File: src/rtl/serial_subtractor.sv
// Bit-serial unsigned subtractor: computes a - b one bit per clock, LSB first,
// with the borrow carried between bits in a flip-flop.
module serial_subtractor #(
  parameter int unsigned WIDTH = 8
) (
  input  logic             clk,
  input  logic             rst,
  input  logic             start,
  input  logic [WIDTH-1:0] a,
  input  logic [WIDTH-1:0] b,
  output logic             busy,
  output logic             done,
  output logic [WIDTH-1:0] diff,
  output logic             borrow_out
);

  localparam int unsigned CW = $clog2(WIDTH);

  typedef enum logic [1:0] {IDLE, SHIFT, DONE} state_t;

  state_t           state, state_next;
  logic [WIDTH-1:0] sa, sb, acc;
  logic             br;
  logic [CW-1:0]    cnt;
  logic             load_c, last_c, d_c, br_c;

  // Next state plus the two chained half-subtractor equations for the current bit
  always_comb begin
    state_next = state;
    load_c     = 1'b0;
    d_c        = sa[0] ^ sb[0] ^ br;
    br_c       = (~sa[0] & sb[0]) | (~(sa[0] ^ sb[0]) & br);
    last_c     = (cnt == CW'(WIDTH - 1));
    case (state)
      IDLE: begin
        if (start) begin
          load_c     = 1'b1;
          state_next = SHIFT;
        end
      end
      SHIFT: begin
        if (last_c) state_next = DONE;
      end
      DONE: begin
        if (start) begin
          load_c     = 1'b1;
          state_next = SHIFT;
        end else begin
          state_next = IDLE;
        end
      end
      default: state_next = IDLE;
    endcase
  end

  always_ff @(posedge clk) begin
    if (rst) state <= IDLE;
    else     state <= state_next;
  end

  // Datapath; diff/borrow_out change only on the edge that enters DONE
  always_ff @(posedge clk) begin
    if (rst) begin
      sa         <= '0;
      sb         <= '0;
      acc        <= '0;
      br         <= 1'b0;
      cnt        <= '0;
      busy       <= 1'b0;
      done       <= 1'b0;
      diff       <= '0;
      borrow_out <= 1'b0;
    end else begin
      busy <= (state_next == SHIFT);
      done <= (state_next == DONE);
      if (load_c) begin
        sa  <= a;
        sb  <= b;
        acc <= '0;
        br  <= 1'b0;
        cnt <= '0;
      end else if (state == SHIFT) begin
        sa  <= {1'b0, sa[WIDTH-1:1]};
        sb  <= {1'b0, sb[WIDTH-1:1]};
        acc <= {d_c, acc[WIDTH-1:1]};
        br  <= br_c;
        cnt <= cnt + CW'(1);
        if (last_c) begin
          diff       <= {d_c, acc[WIDTH-1:1]};
          borrow_out <= br_c;
        end
      end
    end
  end

endmodule

File: config.mk
export PLATFORM = sky130hd
export DESIGN_NAME = serial_subtractor
export DESIGN_NICKNAME = d
export VERILOG_FILES = /design/src/rtl/serial_subtractor.sv
export SDC_FILE = /design/constraint.sdc
export NUM_CORES = 1
export LEC_CHECK = 0
export ABC_AREA = 1
export CAP_MARGIN = 30
export CORE_ASPECT_RATIO = 0.5
export CORE_MARGIN = 2
export CORE_UTILIZATION = 25
export DETAILED_ROUTE_END_ITERATION = 8
export MAX_ROUTING_LAYER = met4
export SYNTH_ARGS = -nofsm -noshare
export SYNTH_HDL_FRONTEND = slang
export SYNTH_SLANG_ARGS = --single-unit
File: constraint.sdc
create_clock -name clk -period 2.4 [get_ports clk]
set_clock_uncertainty 0.15 [all_clocks]
set_input_delay 0.24 -clock clk [delete_from_list [all_inputs] [get_ports clk]]
set_output_delay 0.24 -clock clk [all_outputs]
set_load 0.05 [all_outputs]
==> results of run 1 <==
## kinds of logic (layout without fill, tap and decap cells)
logic type	count (synthesis)	count (layout)	share of synthesized area (%)
AND/OR/NAND/NOR	117	117	31.51
buffers and inverters	44	73	11.66
flip-flops	40	40	45.52
AO/OA/AOI/OAI	29	29	8.250
adder cells (fa/ha/maj)	3	3	2.560
XOR/XNOR	1	1	0.4980
## cell type report
type	count	area, µm²	area share, %
Clock buffer	5	125.1	5.531
Clock inverter	3	42.54	1.881
Inverter	36	135.1	5.973
Multi-Input combinational cell	150	753.2	33.30
Sequential cell	40	800.8	35.40
Tap cell	92	115.1	5.088
Timing Repair Buffer	29	290.3	12.83
## path summary, 6_finish.rpt
| path | startpoint | end | slack (ps) | cells after the start |
|---|---|---|---|---|
| hold reg to reg | acc[4] | diff[3] | 310 | 2 |
| setup / recovery | diff[5] | diff[5] | 590 | 1 |
| setup reg to reg | state[0] | sb[2] | 770 | 7 |
| hold / removal | acc[4] | diff[3] | 310 | 2 |
## cell usage after synthesis, drive strengths merged
cell   instances
ha             2
nand3         18
nor2          31
fa             1
inv           36
a21oi         15
nand2         66
nor3           1
dfxtp         40
xor2           1
buf            8
nor3b          1
o21ai         14
## per-layer routing
layer / vias to the layer above / wire [µm]
met4: 0 / 48
met1: 656 / 1745
met3: 4 / 123
met2: 19 / 1646
met5: - / 0
li1: 773 / -
## registers in the layout (all words and copies together) (netlist names)
| name | flops |
|---|---|
| acc | 7 |
| borrow_out | 1 |
| br | 1 |
| busy | 1 |
| cnt | 3 |
| diff | 8 |
| done | 1 |
| sa | 8 |
| sb | 8 |
| state | 2 |
## cell usage in the layout, fill, tap and decap left out, drive strengths merged
cell type      instances
clkinv                 1
xor2                   1
dfxtp                 40
ha                     2
nor2                  31
nor3b                  1
nand3                 18
clkinvlp               1
nor3                   1
nand2                 66
clkdlybuf4s50         29
bufinv                 1
clkbuf                 5
o21ai                 14
fa                     1
inv                   36
a21oi                 15
## per-stage QoR
step	setup slack (ps)	hold slack, ps	area [µm²]	std cells	util [%]
5_1_grt	537.3	348.9	2262	355	33.50
4_1_cts	576.2	319.1	2262	355	33.50
3_3_place_gp	676.9	302.5	2095	347	31.02
6_report	592.4	311.0	2262	355	33.50
3_5_place_dp	629.8	312.5	2095	347	31.02
2_1_floorplan	1125	159.1	1759	234	-
## power by group through the flow
| stage | clock network [mW] | logic, mW | registers (mW) |
|---|---|---|---|
| 2_1_floorplan | 0 | 0.148 | 0.727 |
| 6_report | 0.742 | 0.194 | 0.716 |
| 5_1_grt | 0.791 | 0.222 | 0.720 |
| 4_1_cts | 0.759 | 0.196 | 0.716 |
| 3_3_place_gp | 0 | 0.190 | 0.730 |
| 3_5_place_dp | 0 | 0.196 | 0.730 |
==> results_dict.tcl, run 1 <==
set metrics [dict create \
    cp_top_family "buffers and inverters" \
    drive_gt1_share_pct 14.83 \
    grt_usage_pct 10.65 \
    relSlewSlack_pct 66.43 \
    grt_pass1_vias 1448 \
    worst_pin_slew_ps 501.9 \
    use_met1_pct 12.90 \
    start_util_pct 26.05 \
    post_cts_buffers 0 \
    nFillCells 690 \
    antenna_found_initial 0 \
    via_per_inst 4.090 \
    drt_iter0_drc 80 \
    clk_pin_slew_ps 60 \
    nets 284 \
    cts.sinks 40 \
    cts_buffers 5 \
    ys_seq_area_share_pct 45.52 \
    wl_per_cell_um 10.04 \
    dpl.hpwl_um 2597 \
    hold_violations 0 \
    portBuffers 29 \
    clkPwrFrac_pct 44.9 \
    synth_nets 256 \
    drv_cap 0 \
    crit_chain "clkdlybuf4s50_1" \
    synth_area_leader_cell "dfxtp_1" \
    crit_path_top_delay_cell "clkdlybuf4s50_1" \
    fp-row-count 21 \
    cp-end-kind "output port" \
    cpPeakStageDelay_ps 800 \
    total_power_mw 1.652 \
    clock-root-buffer "clkbuf_16" \
    critical_path_buf_inv_count 1 \
    fmaxAchievable_mhz 553.2 \
    core_area_um2 6753 \
    ys_ff_latch 40 \
    syn_avg_cell_area_um2 7.518 \
    min_path_type "register to register" \
    gp_congestion 0.7839 \
    grt_use_met2_pct 17.08 \
    hold_buffers 0 \
    drt_first_pass_iters 4 \
    seqPwrFrac_pct 43.3 \
    netSwitchingFraction_pct 23.64 \
    antenna_left 0 \
    worst-path-max-fanout 2 \
    cts-htree-levels 2 \
    setup_viol 0 \
    power_density_nw_per_um2 730.4 \
    drt-total-wl_um 3564 \
    vias 1452 \
    yosys-top-cells-area "dfxtp_1 46%, nand2_1 11%, inv_1 6.2%" \
    period_minus_slack_ps 1808 \
    synth_top_area_share_pct 45.52 \
    combPwrFrac_pct 11.7 \
    path_class "register to output port" \
    drc 0 \
    syn_inst 234 \
    yosys_warnings 0 \
    finalCritPeriodShare_pct 75.31 \
    status "finished, final reports clean" \
    grt_pass1_wl_um 6327 \
    dieWidth_um 122.6 \
    overflow 0 \
    cp_data_required_time_ps 2010 \
    setup_tns_ps 0 \
    cts_tree "done" \
    yosysUniqueCellTypes 20 \
    grt_max_degree 29 \
    slew_violations 0 \
    rsz0062_at_grt "no" \
    grt.busiest_layer "met2" \
    met3_usage_pct 2.536 \
    worst_setup_path_start_kind "register" \
    cts_resized 0 \
    switching_power_mw 0.3906 \
    clock_latency_ps 280 \
    synthesis.area_um2 1759 \
    clockBufferDepth 2 \
    die_height_um 63.32 \
    ioPinCount 30 \
    cp.arrival_ps 1420 \
    antenna_cells 0 \
    power.static_leakage_nw 0.9989 \
    ir_drop_uv 276.5 \
    die-area_um2 7764 \
    p_int_mw 1.262 \
    area_growth_pct 28.59 \
]
(Power assumes the default switching activity.)
==> run 2, diff against run 1 <==
==> constraint.sdc (replaced) <==
create_clock -name clk -period 1.55 [get_ports clk]
set_clock_uncertainty 0.15 [all_clocks]
set_input_delay 0.155 -clock clk [delete_from_list [all_inputs] [get_ports clk]]
set_output_delay 0.155 -clock clk [all_outputs]
set_load 0.05 [all_outputs]
==> run 2 against run 1 <==
  * Global-route usage increased by 0.48 points
  * Utilization rose by 2.6 points
  * First-iteration DRC count is 35% lower
  * Routed wire length hardly changed
  * Flip-flop and latch count is the same
  * Combinational power is 71% higher
  * Final area grew 7.9%
  * Count of clock-buffer cells in the layout grew 2
  * Die area unchanged
  * Cell count rose by 2.0%
  * Critical path type is now register to register
  * Largest power group unchanged
  * Highest routed layer unchanged
==> results_dict.tcl, run 2 (synthesis results as in run 1) <==
set metrics [dict create \
    setup_viol 0 \
    dieWidth_um 122.6 \
    die_height_um 63.32 \
    critical_path_buf_inv_count 2 \
    ioPinCount 30 \
    relSlewSlack_pct 76.51 \
    clk_pin_slew_ps 60 \
    die-area_um2 7764 \
    drv_cap 0 \
    power_density_nw_per_um2 1098 \
    cpPeakStageDelay_ps 340 \
    finalCritPeriodShare_pct 89.66 \
    portBuffers 29 \
    post_cts_buffers 0 \
    cts_tree "done" \
    core_area_um2 6753 \
    grt_use_met2_pct 17.50 \
    status "finished, final reports clean" \
    ff2ff_setup_slack_ps 160 \
    met3_usage_pct 2.899 \
    worstHoldPathCells 2 \
    drc 0 \
    hold_buffers 0 \
    clockBufferDepth 2 \
    final_area_um2 2440 \
    final_common_cell "nand2_1" \
    use_met1_pct 13.35 \
    grt_max_degree 20 \
    hold_violations 0 \
    grt.busiest_layer "met2" \
    antenna_found_initial 0 \
    drt_first_pass_iters 4 \
    total_power_mw 2.679 \
    vias 1496 \
    worst_setup_path_start_kind "register" \
    drive_gt1_share_pct 21.11 \
    ff2ff_path_depth 7 \
    path_class "register to register" \
    ir_drop_uv 366.6 \
    cts_buffers 5 \
    grt_pass1_vias 1522 \
    hold_start "acc[2]" \
    power.static_leakage_nw 1.099 \
    cts_resized 0 \
    area_growth_pct 38.69 \
    cp.arrival_ps 1420 \
    cp-end-kind "register" \
    largestRegisters "diff: 8 flops, sa: 8 flops, sb: 8 flops" \
    crit_chain "ha_1 -> ha_1 -> inv_1 -> nor2_4 -> inv_2 -> nor2_1 -> nor2_1" \
    cts.sinks 40 \
    gp_congestion 0.7693 \
    r2r-end "diff[6]" \
    grt_usage_pct 11.12 \
    most-common-layout-cells "53 x nand2_1, 40 x dfxtp_1, 29 x inv_1, 21 x nor2_1" \
    setup_tns_ps 0 \
    cp_data_required_time_ps 1580 \
    antenna_cells 0 \
    overflow 0 \
    crit_path_top_delay_cell "dfxtp_1" \
    rsz0062_at_grt "no" \
    nets 291 \
    antenna_left 0 \
    timing.rr.start "cnt[0]" \
    fmaxAchievable_mhz 719.5 \
    slew_violations 0 \
    final_core_util_pct 36.13 \
    worst_pin_slew_ps 348.7 \
    clock-root-buffer "clkbuf_16" \
    min_path_type "register to register" \
    drt-total-wl_um 3567 \
    wl_per_cell_um 9.854 \
    whs_endpoint "diff[1]" \
    nFillCells 688 \
    placed_area_um2 2257 \
    grt_pass1_wl_um 6603 \
    cts-htree-levels 2 \
    drt_iter0_drc 52 \
    fp-row-count 21 \
    cp_top_family "flip-flops" \
    start_util_pct 26.05 \
    worst-path-max-fanout 9 \
    period_minus_slack_ps 1390 \
    clock_latency_ps 280 \
    dpl.hpwl_um 2727 \
    via_per_inst 4.133 \
]
run 2: cell count changes in the layout (fill, tap and decap cells not counted), sizes merged:
| cell | change |
|---|---|
| clkinvlp | -1 |
| clkdlybuf4s50 | -11 |
| clkbuf | +2 |
| clkinv | -1 |
| buf | +18 |
run 2: power by group:
part           internal, mW  switching (mW)  leakage, nW
combinational         0.147           0.186        0.682
clock                 0.847           0.392       0.0901
sequential             1.08          0.0286        0.326
total                  2.07           0.606         1.10
run 2: worst max path at each step:
stage	startpoint	to	slack (ps)	depth (start not counted)
floorplan	cnt[0]	borrow_out	270	7
global placement	start	sb[0]	20	7
detailed placement	start	sb[4]	-30	7
CTS	cnt[0]	diff[7]	150	8
global route	cnt[0]	diff[7]	10	8
finish	cnt[0]	diff[6]	160	7
run 2: worst register-to-register path, delay by kind of cell, from the launching register on:
kind	cells	cell delay, ps
flip-flops	1	340
AND/OR/NAND/NOR	3	330
adder cells (fa/ha/maj)	2	290
buffers and inverters	2	170
run 2: final cells by class:
class	count	area, µm²	share of cell area (%)
repair buffers	36	452.9	18.56
clock inverters	1	30.03	1.231
flip-flops and latches	40	800.8	32.82
inverters	36	135.1	5.538
clock buffers	7	152.6	6.256
well taps	92	115.1	4.718
multi-input cells	150	753.2	30.87
run 2: metrics by stage:
step / hold slack, ps / instances / setup slack (ps)
3_3_place_gp: 305.1 / 354 / 22.89
6_report: 311.1 / 362 / 160.2
3_5_place_dp: 314.6 / 354 / -29.32
2_1_floorplan: 74.07 / 234 / 274.8
5_1_grt: 346.6 / 362 / 10.36
4_1_cts: 318.7 / 362 / 154.7
run 2: per-layer routing:
metal | wire (µm) | vias up | part of all wire (%)
met1 | 1734 | 681 | 49
met3 | 115 | 8 | 3.2
met5 | 0 | - | 0
met2 | 1637 | 18 | 46
li1 | - | 789 | -
met4 | 79 | 0 | 2.2
==> run 3, diff against run 2 <==
--- a/config.mk
+++ b/config.mk
@@ -10,8 +10,10 @@
 export CORE_ASPECT_RATIO = 0.5
 export CORE_MARGIN = 2
 export CORE_UTILIZATION = 25
+export CTS_BUF_LIST = sky130_fd_sc_hd__clkbuf_8
 export DETAILED_ROUTE_END_ITERATION = 8
 export MAX_ROUTING_LAYER = met4
+export SETUP_SLACK_MARGIN = 0.4
 export SYNTH_ARGS = -nofsm -noshare
 export SYNTH_HDL_FRONTEND = slang
 export SYNTH_SLANG_ARGS = --single-unit
==> run 3 against run 2 <==
  * Highest routed layer unchanged
  * Global-route usage up 1.2 points
  * Combinational power up 64%
  * Flip-flop and latch count unchanged
==> results_dict.tcl, run 3 (synthesis results as in run 1) <==
set metrics [dict create \
    status "finished, final reports clean" \
    fmaxAchievable_mhz 764.9 \
    antenna_cells 0 \
    clock_latency_ps 300 \
    drive_gt1_share_pct 48.11 \
    timing.rr.start "sa[0]" \
    dieWidth_um 122.6 \
    core_area_um2 6753 \
    path_class "register to register" \
    overflow 0 \
    cp_data_required_time_ps 1630 \
    ff2ff_setup_slack_ps 240 \
    worst_pin_slew_ps 464.6 \
    clockBufferDepth 2 \
    grt_usage_pct 12.28 \
    clk_pin_slew_ps 80 \
    grt_max_degree 15 \
    setup_viol 0 \
    fp-row-count 21 \
    placed_area_um2 2203 \
    slew_violations 0 \
    min_path_type "register to register" \
    power_density_nw_per_um2 860.5 \
    drc 0 \
    drv_cap 0 \
    finalCritPeriodShare_pct 84.34 \
    wl_per_cell_um 11.82 \
    crit_start "sa[0]" \
    antenna_found_initial 0 \
    cp.arrival_ps 1390 \
    hold_ws_ps 303.5 \
    setup_tns_ps 0 \
    gp_congestion 0.7424 \
    cts-htree-levels 2 \
    worst-path-max-fanout 2 \
    endpoint "acc[7]" \
    largestRegisters "diff: 8 flops, sa: 8 flops, sb: 8 flops" \
    grt_pass1_vias 1641 \
    ir_drop_uv 450.3 \
    clock-root-buffer "clkbuf_8" \
    drt-total-wl_um 4526 \
    final_area_um2 2914 \
    hold_buffers 0 \
    drt_first_pass_iters 4 \
    die_height_um 63.32 \
    most-common-layout-cells "44 x nand2_1, 31 x dfxtp_1, 26 x inv_1, 17 x clkdlybuf4s50_1" \
    period_minus_slack_ps 1307 \
    cts.sinks 40 \
    ff2ff_path_depth 3 \
    cts_tree "done" \
    rsz0062_at_grt "yes" \
    r2r-end "acc[7]" \
    area_growth_pct 65.65 \
    nets 312 \
    relSlewSlack_pct 69.03 \
    grt_pass1_wl_um 7341 \
    ioPinCount 30 \
    worst_setup_path_start_kind "register" \
    start_util_pct 26.05 \
    hold_violations 0 \
    power.static_leakage_nw 1.214 \
    portBuffers 29 \
    drt_iter0_drc 67 \
    cp-end-kind "register" \
    die-area_um2 7764 \
    via_per_inst 4.238 \
    final_common_cell "nand2_1" \
    antenna_left 0 \
    cts_buffers 5 \
    vias 1623 \
    nFillCells 608 \
    dpl.hpwl_um 2653 \
]
[run 3: power breakdown]
part           switching, mW  internal, mW  total [mW]
clock network          0.372         0.472       0.844
logic                  0.292         0.254       0.546
registers             0.0393          1.08        1.12
[run 3: worst max-delay path: stages (launching register included)]
cell and delay (ps):
dfxtp_2 340, fa_2 580, nand2_1 70, a21oi_2 110
[run 3: timing repair]
item | CTS | global route
setup buffers | 12 | 5
setup endpoints to repair | 40 | 48
gates resized for setup | 51 | 48
cloned | 5 | 0
pin swaps | 17 | 17
[run 3: cell type report]
class	count	area (µm²)	area share [%]
timing repair inverter	1	8.758	0.3006
timing repair buffer	53	599.3	20.57
sequential	40	814.5	27.95
tap	92	115.1	3.950
multi-input combinational	153	1109	38.04
clock buffer	5	68.82	2.362
inverter	36	160.2	5.496
clock inverter	3	38.79	1.331
[run 3: stage by stage]
step / utilization (%) / power, mW / worst slack [ps] / std cells
after floorplan: - / 1.364 / 335.5 / 234
after detailed placement: 32.63 / 1.456 / -14.88 / 353
final: 43.15 / 2.508 / 242.7 / 383
after global placement: 32.63 / 1.448 / 28.68 / 353
after global routing: 43.15 / 2.621 / 163.9 / 383
after CTS: 39.58 / 2.424 / 229.3 / 378
[run 3: per-layer routing]
metal / share of wire [%] / track usage (%) / up-vias
met5: 0 / - / -
met2: 52 / 21.39 / 17
met1: 43 / 13.99 / 763
li1: - / - / 832
met4: 2.0 / 4.167 / 0
met3: 2.2 / 2.717 / 11
[run 3: worst min path at each step]
stage | start | endpoint | slack [ps] | cells past startpoint
6_report | br | br | 300 | 2
4_1_cts | br | br | 310 | 2
2_1_floorplan | rst | sa[0] | 70 | 1
3_3_place_gp | br | br | 310 | 2
3_5_place_dp | acc[2] | diff[1] | 310 | 2
5_1_grt | br | br | 340 | 2
